$ cat src/rtl/mips_rtype_pkg.sv
// Shared definitions for the R-type fetch/decode stage, the R-type control unit
// and their benches.
// Holds the fetch FSM state encoding, the R-type opcode, the instruction-register
// field bit positions, and the function-code constants.
package mips_rtype_pkg;

  // Fetch/decode FSM state encoding (2 bits, IDLE = 0).
  typedef enum logic [1:0] {
    StIdle  = 2'd0,
    StFetch = 2'd1,
    StIssue = 2'd2,
    StHalt  = 2'd3
  } fd_state_e;

  localparam logic [5:0] OPC_RTYPE = 6'h00;

  // Instruction-register field positions.
  localparam int unsigned OPC_MSB   = 31;
  localparam int unsigned OPC_LSB   = 26;
  localparam int unsigned RS_MSB    = 25;
  localparam int unsigned RS_LSB    = 21;
  localparam int unsigned RT_MSB    = 20;
  localparam int unsigned RT_LSB    = 16;
  localparam int unsigned RD_MSB    = 15;
  localparam int unsigned RD_LSB    = 11;
  localparam int unsigned SHAMT_MSB = 10;
  localparam int unsigned SHAMT_LSB = 6;
  localparam int unsigned FUNCT_MSB = 5;
  localparam int unsigned FUNCT_LSB = 0;

  // R-type function codes understood by the control unit.
  localparam logic [5:0] FUNCT_ADD = 6'h20;
  localparam logic [5:0] FUNCT_SUB = 6'h22;
  localparam logic [5:0] FUNCT_AND = 6'h24;
  localparam logic [5:0] FUNCT_OR  = 6'h25;
  localparam logic [5:0] FUNCT_SLT = 6'h2A;
  localparam logic [5:0] FUNCT_SRL = 6'h02;

  // True when the word carries the R-type opcode.
  function automatic logic is_rtype(input logic [31:0] word);
    return word[OPC_MSB:OPC_LSB] == OPC_RTYPE;
  endfunction

endpackage

$ cat src/rtl/pc_register.sv
// Program counter register for the fetch/decode stage.
// Ports:
//   clk     - clock, rising edge
//   rst_n   - asynchronous active-low reset, loads RESET_PC
//   load_en - advance the PC by PC_STEP on the next rising edge
//   pc      - current program counter
module pc_register #(
  parameter logic [31:0] RESET_PC = 32'h0000_0000,
  parameter int unsigned PC_STEP  = 4
) (
  input  logic        clk,
  input  logic        rst_n,
  input  logic        load_en,
  output logic [31:0] pc
);

  logic [31:0] pc_q;
  logic [31:0] pc_d;

  // Plain 32-bit add: the top address wraps to zero.
  always_comb begin
    pc_d = pc_q;
    if (load_en) begin
      pc_d = pc_q + 32'(PC_STEP);
    end
  end

  always_ff @(posedge clk or negedge rst_n) begin
    if (!rst_n) begin
      pc_q <= RESET_PC;
    end else begin
      pc_q <= pc_d;
    end
  end

  assign pc = pc_q;

endmodule

$ cat src/rtl/rtype_fetch_decode.sv
// Instruction fetch and R-type field decode stage.
// Fetches words from instruction memory (req/ack), latches them into the IR and
// presents the decoded fields downstream (valid/ready). Halts on any non-R-type
// opcode until reset.
// Ports:
//   clk, rst_n          - clock and asynchronous active-low reset
//   start               - begin fetching from the current PC (IDLE only)
//   imem_req/addr       - instruction memory request and address (= pc)
//   imem_ack/rdata      - memory response strobe and data
//   dec_valid/ready     - decoded-field handshake
//   rs, rt, rd, shamt   - register and shift-amount fields from IR
//   function_code       - IR[5:0], consumed by the control unit
//   pc                  - address of the instruction held in IR
//   busy                - FETCH or ISSUE
//   illegal             - sticky, set when a non-R-type word is fetched
module rtype_fetch_decode
  import mips_rtype_pkg::*;
#(
  parameter logic [31:0] RESET_PC = 32'h0000_0000,
  parameter int unsigned PC_STEP  = 4
) (
  input  logic        clk,
  input  logic        rst_n,
  input  logic        start,
  output logic        imem_req,
  output logic [31:0] imem_addr,
  input  logic        imem_ack,
  input  logic [31:0] imem_rdata,
  output logic        dec_valid,
  input  logic        dec_ready,
  output logic [4:0]  rs,
  output logic [4:0]  rt,
  output logic [4:0]  rd,
  output logic [4:0]  shamt,
  output logic [5:0]  function_code,
  output logic [31:0] pc,
  output logic        busy,
  output logic        illegal
);

  fd_state_e   state_q, state_d;
  logic [31:0] ir_q, ir_d;
  logic        illegal_q, illegal_d;
  logic        pc_advance;

  always_comb begin
    state_d    = state_q;
    ir_d       = ir_q;
    illegal_d  = illegal_q;
    pc_advance = 1'b0;
    unique case (state_q)
      StIdle: begin
        if (start) begin
          state_d = StFetch;
        end
      end
      StFetch: begin
        if (imem_ack) begin
          ir_d = imem_rdata;
          if (is_rtype(imem_rdata)) begin
            state_d = StIssue;
          end else begin
            state_d   = StHalt;
            illegal_d = 1'b1;
          end
        end
      end
      StIssue: begin
        if (dec_ready) begin
          pc_advance = 1'b1;
          state_d    = StFetch;
        end
      end
      StHalt: begin
        // Only reset leaves HALT.
        state_d = StHalt;
      end
      default: begin
        state_d = StIdle;
      end
    endcase
  end

  always_ff @(posedge clk or negedge rst_n) begin
    if (!rst_n) begin
      state_q   <= StIdle;
      ir_q      <= 32'h0000_0000;
      illegal_q <= 1'b0;
    end else begin
      state_q   <= state_d;
      ir_q      <= ir_d;
      illegal_q <= illegal_d;
    end
  end

  pc_register #(
    .RESET_PC (RESET_PC),
    .PC_STEP  (PC_STEP)
  ) u_pc_register (
    .clk     (clk),
    .rst_n   (rst_n),
    .load_en (pc_advance),
    .pc      (pc)
  );

  // Moore outputs decoded from the state register only.
  assign imem_req  = (state_q == StFetch);
  assign dec_valid = (state_q == StIssue);
  assign busy      = (state_q == StFetch) || (state_q == StIssue);
  assign imem_addr = pc;
  assign illegal   = illegal_q;

  assign rs            = ir_q[RS_MSB:RS_LSB];
  assign rt            = ir_q[RT_MSB:RT_LSB];
  assign rd            = ir_q[RD_MSB:RD_LSB];
  assign shamt         = ir_q[SHAMT_MSB:SHAMT_LSB];
  assign function_code = ir_q[FUNCT_MSB:FUNCT_LSB];

endmodule

$ cat config.mk
export PLATFORM = sky130hd
export DESIGN_NAME = rtype_fetch_decode
export DESIGN_NICKNAME = d
export VERILOG_FILES = /design/src/rtl/mips_rtype_pkg.sv /design/src/rtl/pc_register.sv /design/src/rtl/rtype_fetch_decode.sv
export SDC_FILE = /design/constraint.sdc
export NUM_CORES = 1
export LEC_CHECK = 0
export CORE_UTILIZATION = 32
export CTS_BUF_LIST = sky130_fd_sc_hd__clkbuf_4 sky130_fd_sc_hd__clkbuf_8
export DETAILED_ROUTE_END_ITERATION = 10
export GPL_TIMING_DRIVEN = 0
export PLACE_DENSITY = 0.71
export SYNTH_ARGS = -nofsm -noshare
export SYNTH_HDL_FRONTEND = slang
export SYNTH_SLANG_ARGS = --single-unit
$ cat constraint.sdc
create_clock -name clk -period 4.5 [get_ports clk]
set_clock_uncertainty 0.2 [all_clocks]
set_input_delay 0.45 -clock clk [delete_from_list [all_inputs] [get_ports clk]]
set_output_delay 0.45 -clock clk [all_outputs]
set_load 0.02 [all_outputs]
After elaboration in Yosys (flattened, before gate mapping):

Cells that the tools add are included.

* bits in registers: 61
* output and inout bits: 94

* $add $sub $neg: 1
* reduce and logical (&&, ||, !) cells: 6
* equal/unequal tests: 6
* bitwise gates (word level): 1
* muxes and demuxes: 7

Operators by type and width (number)
* adder 32 x 3 -> 32 bit (second input constant): 1
* one-hot mux 2 bit (4 select lines): 1
* logical NOT 6 bit: 1
* 2-to-1 mux 2 bit: 3
* AND reduction 3 bit: 2
* == test 2 bit (second input constant): 2
* inequality test 2 x 1 -> 1 bit (second input constant): 2
* 2-to-1 mux 1 bit: 3
* == test 2 x 1 -> 1 bit (second input constant): 1
* logical NOT 2 bit: 1
* inequality test 2 bit (second input constant): 1
* AND reduction 2 bit: 1
* logical OR 1 bit: 1
* NOT 1 bit: 1

Logic depth before layout (Yosys ltp):

* word-level depth: 4
* gate-level depth with buffers: 7
* gate-level depth less buffers: 6

Modules after synthesis:

Synthesis repeated with hierarchy kept, for this count alone.

* cells, all modules: 227
* area, all modules: 2822.7 sq um

Modules (own cells, without submodules)
* rtype_fetch_decode: area an instance 1428.9 sq um, cells an instance 109, times used 1
* pc_register: area an instance 1393.8 sq um, cells an instance 118, times used 1

Worst setup path before layout:

OpenSTA, ideal clock, no wires.

* path type: reg2reg
* start: register state_q[0]
* end: register u_pc_register.pc_q[22] (netlist: u_pc_register.pc[22])
* slack: 2.245 ns
* stages on the path, launching flop included: 7
* clock period less this slack: 2.255 ns
* setup time: 0.131 ns
* arrival: 1.924 ns
* data required time: 4.169 ns
* cells stage by stage: dfrtp_1 -> inv_1 -> ha_1 -> nand3_1 -> nor4_1 -> nand4_1 -> xnor2_1

* word-level cells in the longest chain between the ends: 2

RTL lines
* from (decl): RTL line rtype_fetch_decode.sv:41 `fd_state_e state_q, state_d;`
* from (signal assigned): RTL line rtype_fetch_decode.sv:86 `state_q <= StIdle;`
* from (signal assigned): RTL line rtype_fetch_decode.sv:90 `state_q <= state_d;`
* == test 2 bit
* via dec_valid: RTL line rtype_fetch_decode.sv:29 `output logic dec_valid,`
* 2-to-1 mux 1 bit: RTL line rtype_fetch_decode.sv:51 `unique case (state_q)`
* to (signal assigned): RTL line pc_register.sv:32 `pc_q <= pc_d;`
* to (decl): RTL line pc_register.sv:17 `logic [31:0] pc_q;`

The timed path passes the listed nets, and every way through them passes these cells.
A chain may end at the register's enable or synchronous reset.

Worst setup path in the final report:

* start: register state_q[0]
* end: register u_pc_register.pc_q[30] (netlist: u_pc_register.pc[30])

* word-level cells in the longest chain between the ends: 2

RTL lines (RTL line)
* == test 2 bit: rtype_fetch_decode.sv:51
* 2-to-1 mux 1 bit: rtype_fetch_decode.sv:51

No other way between the ends.

==> reports/results.txt <==
Setup TNS - 0 ns
Most frequent cells in the layout - 125 x clkdlybuf4s50_1, 59 x dfrtp_1, 34 x buf_4
Gate Count Post-Synth - 236
Main combinational cell family by area after synthesis - simple AND/OR/NAND/NOR gates
Post-CTS setup buffers - 0
Post-synthesis register bit count - 59
TritonCTS buffer count - 9
Gr usage total - 14.66%
Initial Utilization - 33.69%
DR pass1 iterations - 4
Fin crit period - 2.613 ns
Slew headroom - 28.95%
Worst Hold Class - reg -> reg
Worst-Margin Slew - 1.056 ns
GRT met3 Usage - 5.134%
Longest Clk Path Bufs - 2
Row cnt - 33
Setup crit start kind - flip-flop
Via count - 2190
Vias in the first global route - 2076
Post-synthesis adder-cell area fraction - 2.226%
VDD IR max - 233.6 uV
CP max FO - 6
Layout area overhead - 58.59%
Status - finished, final reports clean
CTS Root Cell - clkbuf_8
GR peak layer - met2
Crit end category - flip-flop
H-tree levels - 3
Share of cells above drive strength 1 - 22.72%
Max frequency - 0.3828 GHz
Leakage - 1.983 nW
Data required time of the critical path - 4.51 ns
WL final - 6428 um
Cts hold-fix bufs - 1
Setup Crit Path Kind - reg -> reg
Worst-Skew Late Latency - 0.32 ns
Drt drc - 0
1st-iter DRT viols - 40
Final setup vio count - 0
Hold Worst Slack - 0.2832 ns
Post-synthesis mux area share - 10.82%
Largest net degree at the start of global routing - 37
Post-synth cell types - 29
YS warnings - 0
Post-route ant nets - 0
Worst-path clk slew - 0.07 ns
Die ar. - 9160 um2
Simple-gate share of the synthesized area - 13.09%
Die W - 95.71 um
Count of final max-slew check failures - 0
Xor and xnor fraction of the mapped netlist area - 9.038%
TritonCTS sink count - 59
Fin crit share - 58.06%
Post-Syn Area - 2810 um2
Pwr/cell area - 427.9 nW/um2
Port bufs - 126
Nets@finish - 420
Post-CTS sizing - 0
Grt total ovfl - 0
MaxCap Viol Count - 0
Grt met2 use - 23.33%
Core Region - 8341 um2
Die Y-Extent - 95.71 um
Sequential area share after synthesis - 52.54%
Arrival time worst endpoint - 2.62 ns
Met1 Track Usage GR - 18.71%
Routability cong. - 0.7274
Ports - 131
N_diodes - 0
Compound-Gate Fraction of Synth Area - 1.202%
Final worst slack - 1.887 ns
Detailed Place HPWL - 4814 um
Avg Inst Size Synth - 11.91 um2
RSZ-0062 raised after global routing - false
Final Hold Fails - 0
Wire per inst - 13.17 um
DR vias/cell - 4.488
Initial antenna violation count - 0
Commonest non-fill, non-tap cell in the layout - clkdlybuf4s50_1
Setup WS pre-CTS - 1.683 ns
First-pass GRT wire length - 10150 um
CTS tree - done
[layer usage]
layer,vias to the layer above,wire length [um]
li1,1045,-
met1,1056,2763
met2,84,3109
met3,5,498
met4,0,57
met5,-,0
[worst max-delay path, stage by stage, from the launching register on]
cell	delay (ns)
dfrtp_1	0.42
inv_1	0.10
ha_1	0.24
nand3_1	0.21
nor4_1	0.94
nand3_1	0.19
xnor2_1	0.19
[stage by stage]
stage | cells | area [um2] | total power, W | util [%]
2_1_floorplan | 239 | 2821 | 0.001059 | -
3_3_place_gp | 470 | 4214 | 0.001386 | 50.53
3_5_place_dp | 471 | 4229 | 0.001401 | 50.71
4_1_cts | 488 | 4457 | 0.001933 | 53.44
5_1_grt | 488 | 4457 | 0.002009 | 53.44
6_report | 488 | 4457 | 0.001907 | 53.44
[Yosys cell counts]
master	instances	area share, %
and2_1	2	0.45
nand4_2	1	0.45
mux2_2	27	11
or3_1	1	0.22
xnor2_1	16	5.0
nand2_1	13	1.7
dfrtp_1	59	53
nand4_1	10	2.2
xor2_1	13	4.1
inv_1	8	1.1
and3_1	2	0.45
nand3_1	9	1.6
a222oi_1	1	0.36
or2_2	2	0.45
nor3_1	7	1.2
nor4_1	5	1.1
buf_4	34	9.1
conb_1	1	0.13
nor3b_1	1	0.27
nor2_1	7	0.94
buf_6	1	0.40
a31o_2	1	0.31
nor4_4	1	0.76
clkbuf_1	3	0.40
nor4_2	2	0.89
o21ai_0	2	0.36
a21oi_1	1	0.18
ha_1	5	2.2
and4_1	1	0.31
[registers in the layout (all words and copies together) (netlist names)]
name,count
u_pc_register.pc,30
state_q,2
ir_q,26
illegal,1
[where the power goes]
part	switching (W)	internal (W)	total, W
clock network	0.000202	0.000321	0.000522
registers	0.0000605	0.000655	0.000716
logic	0.000304	0.000365	0.000669
total	0.000566	0.00134	0.00191
[cells by family after synthesis]
family / Yosys count
buffers and inverters: 46
XOR/XNOR: 29
other: 1
AO/OA/AOI/OAI: 5
AND/OR/NAND/NOR: 64
flip-flops: 59
multiplexers: 27
adder cells (fa/ha/maj): 5
[area by class of cell]
class	count	area, um2
clock inverter	1	30.03
multi-input combinational	134	1037
sequential	59	1476
fill	754	3884
clock buffer	15	187.7
timing repair buffer	128	1286
inverter	8	30.03
tap	105	131.4
buffer	38	277.8
[final timing paths]
| check | from | endpoint | slack [ns] | cells past startpoint |
|---|---|---|---|---|
| min | illegal$_DFFE_PN0P_ | illegal$_DFFE_PN0P_ | 0.28 | 1 |
| max reg2reg | state_q[0]$_DFFE_PN0P_ | u_pc_register.pc[30]$_DFFE_PN0P_ | 1.89 | 6 |
| min in group asynchronous | rst_n | u_pc_register.pc[23]$_DFFE_PN0P_ | 0.46 | 2 |
| max | state_q[0]$_DFFE_PN0P_ | u_pc_register.pc[30]$_DFFE_PN0P_ | 1.89 | 6 |
| min reg2reg | illegal$_DFFE_PN0P_ | illegal$_DFFE_PN0P_ | 0.28 | 1 |
| max in group asynchronous | rst_n | ir_q[6]$_DFFE_PN0P_ | 3.04 | 3 |
Note: power is estimated with default switching activity, not from simulation.
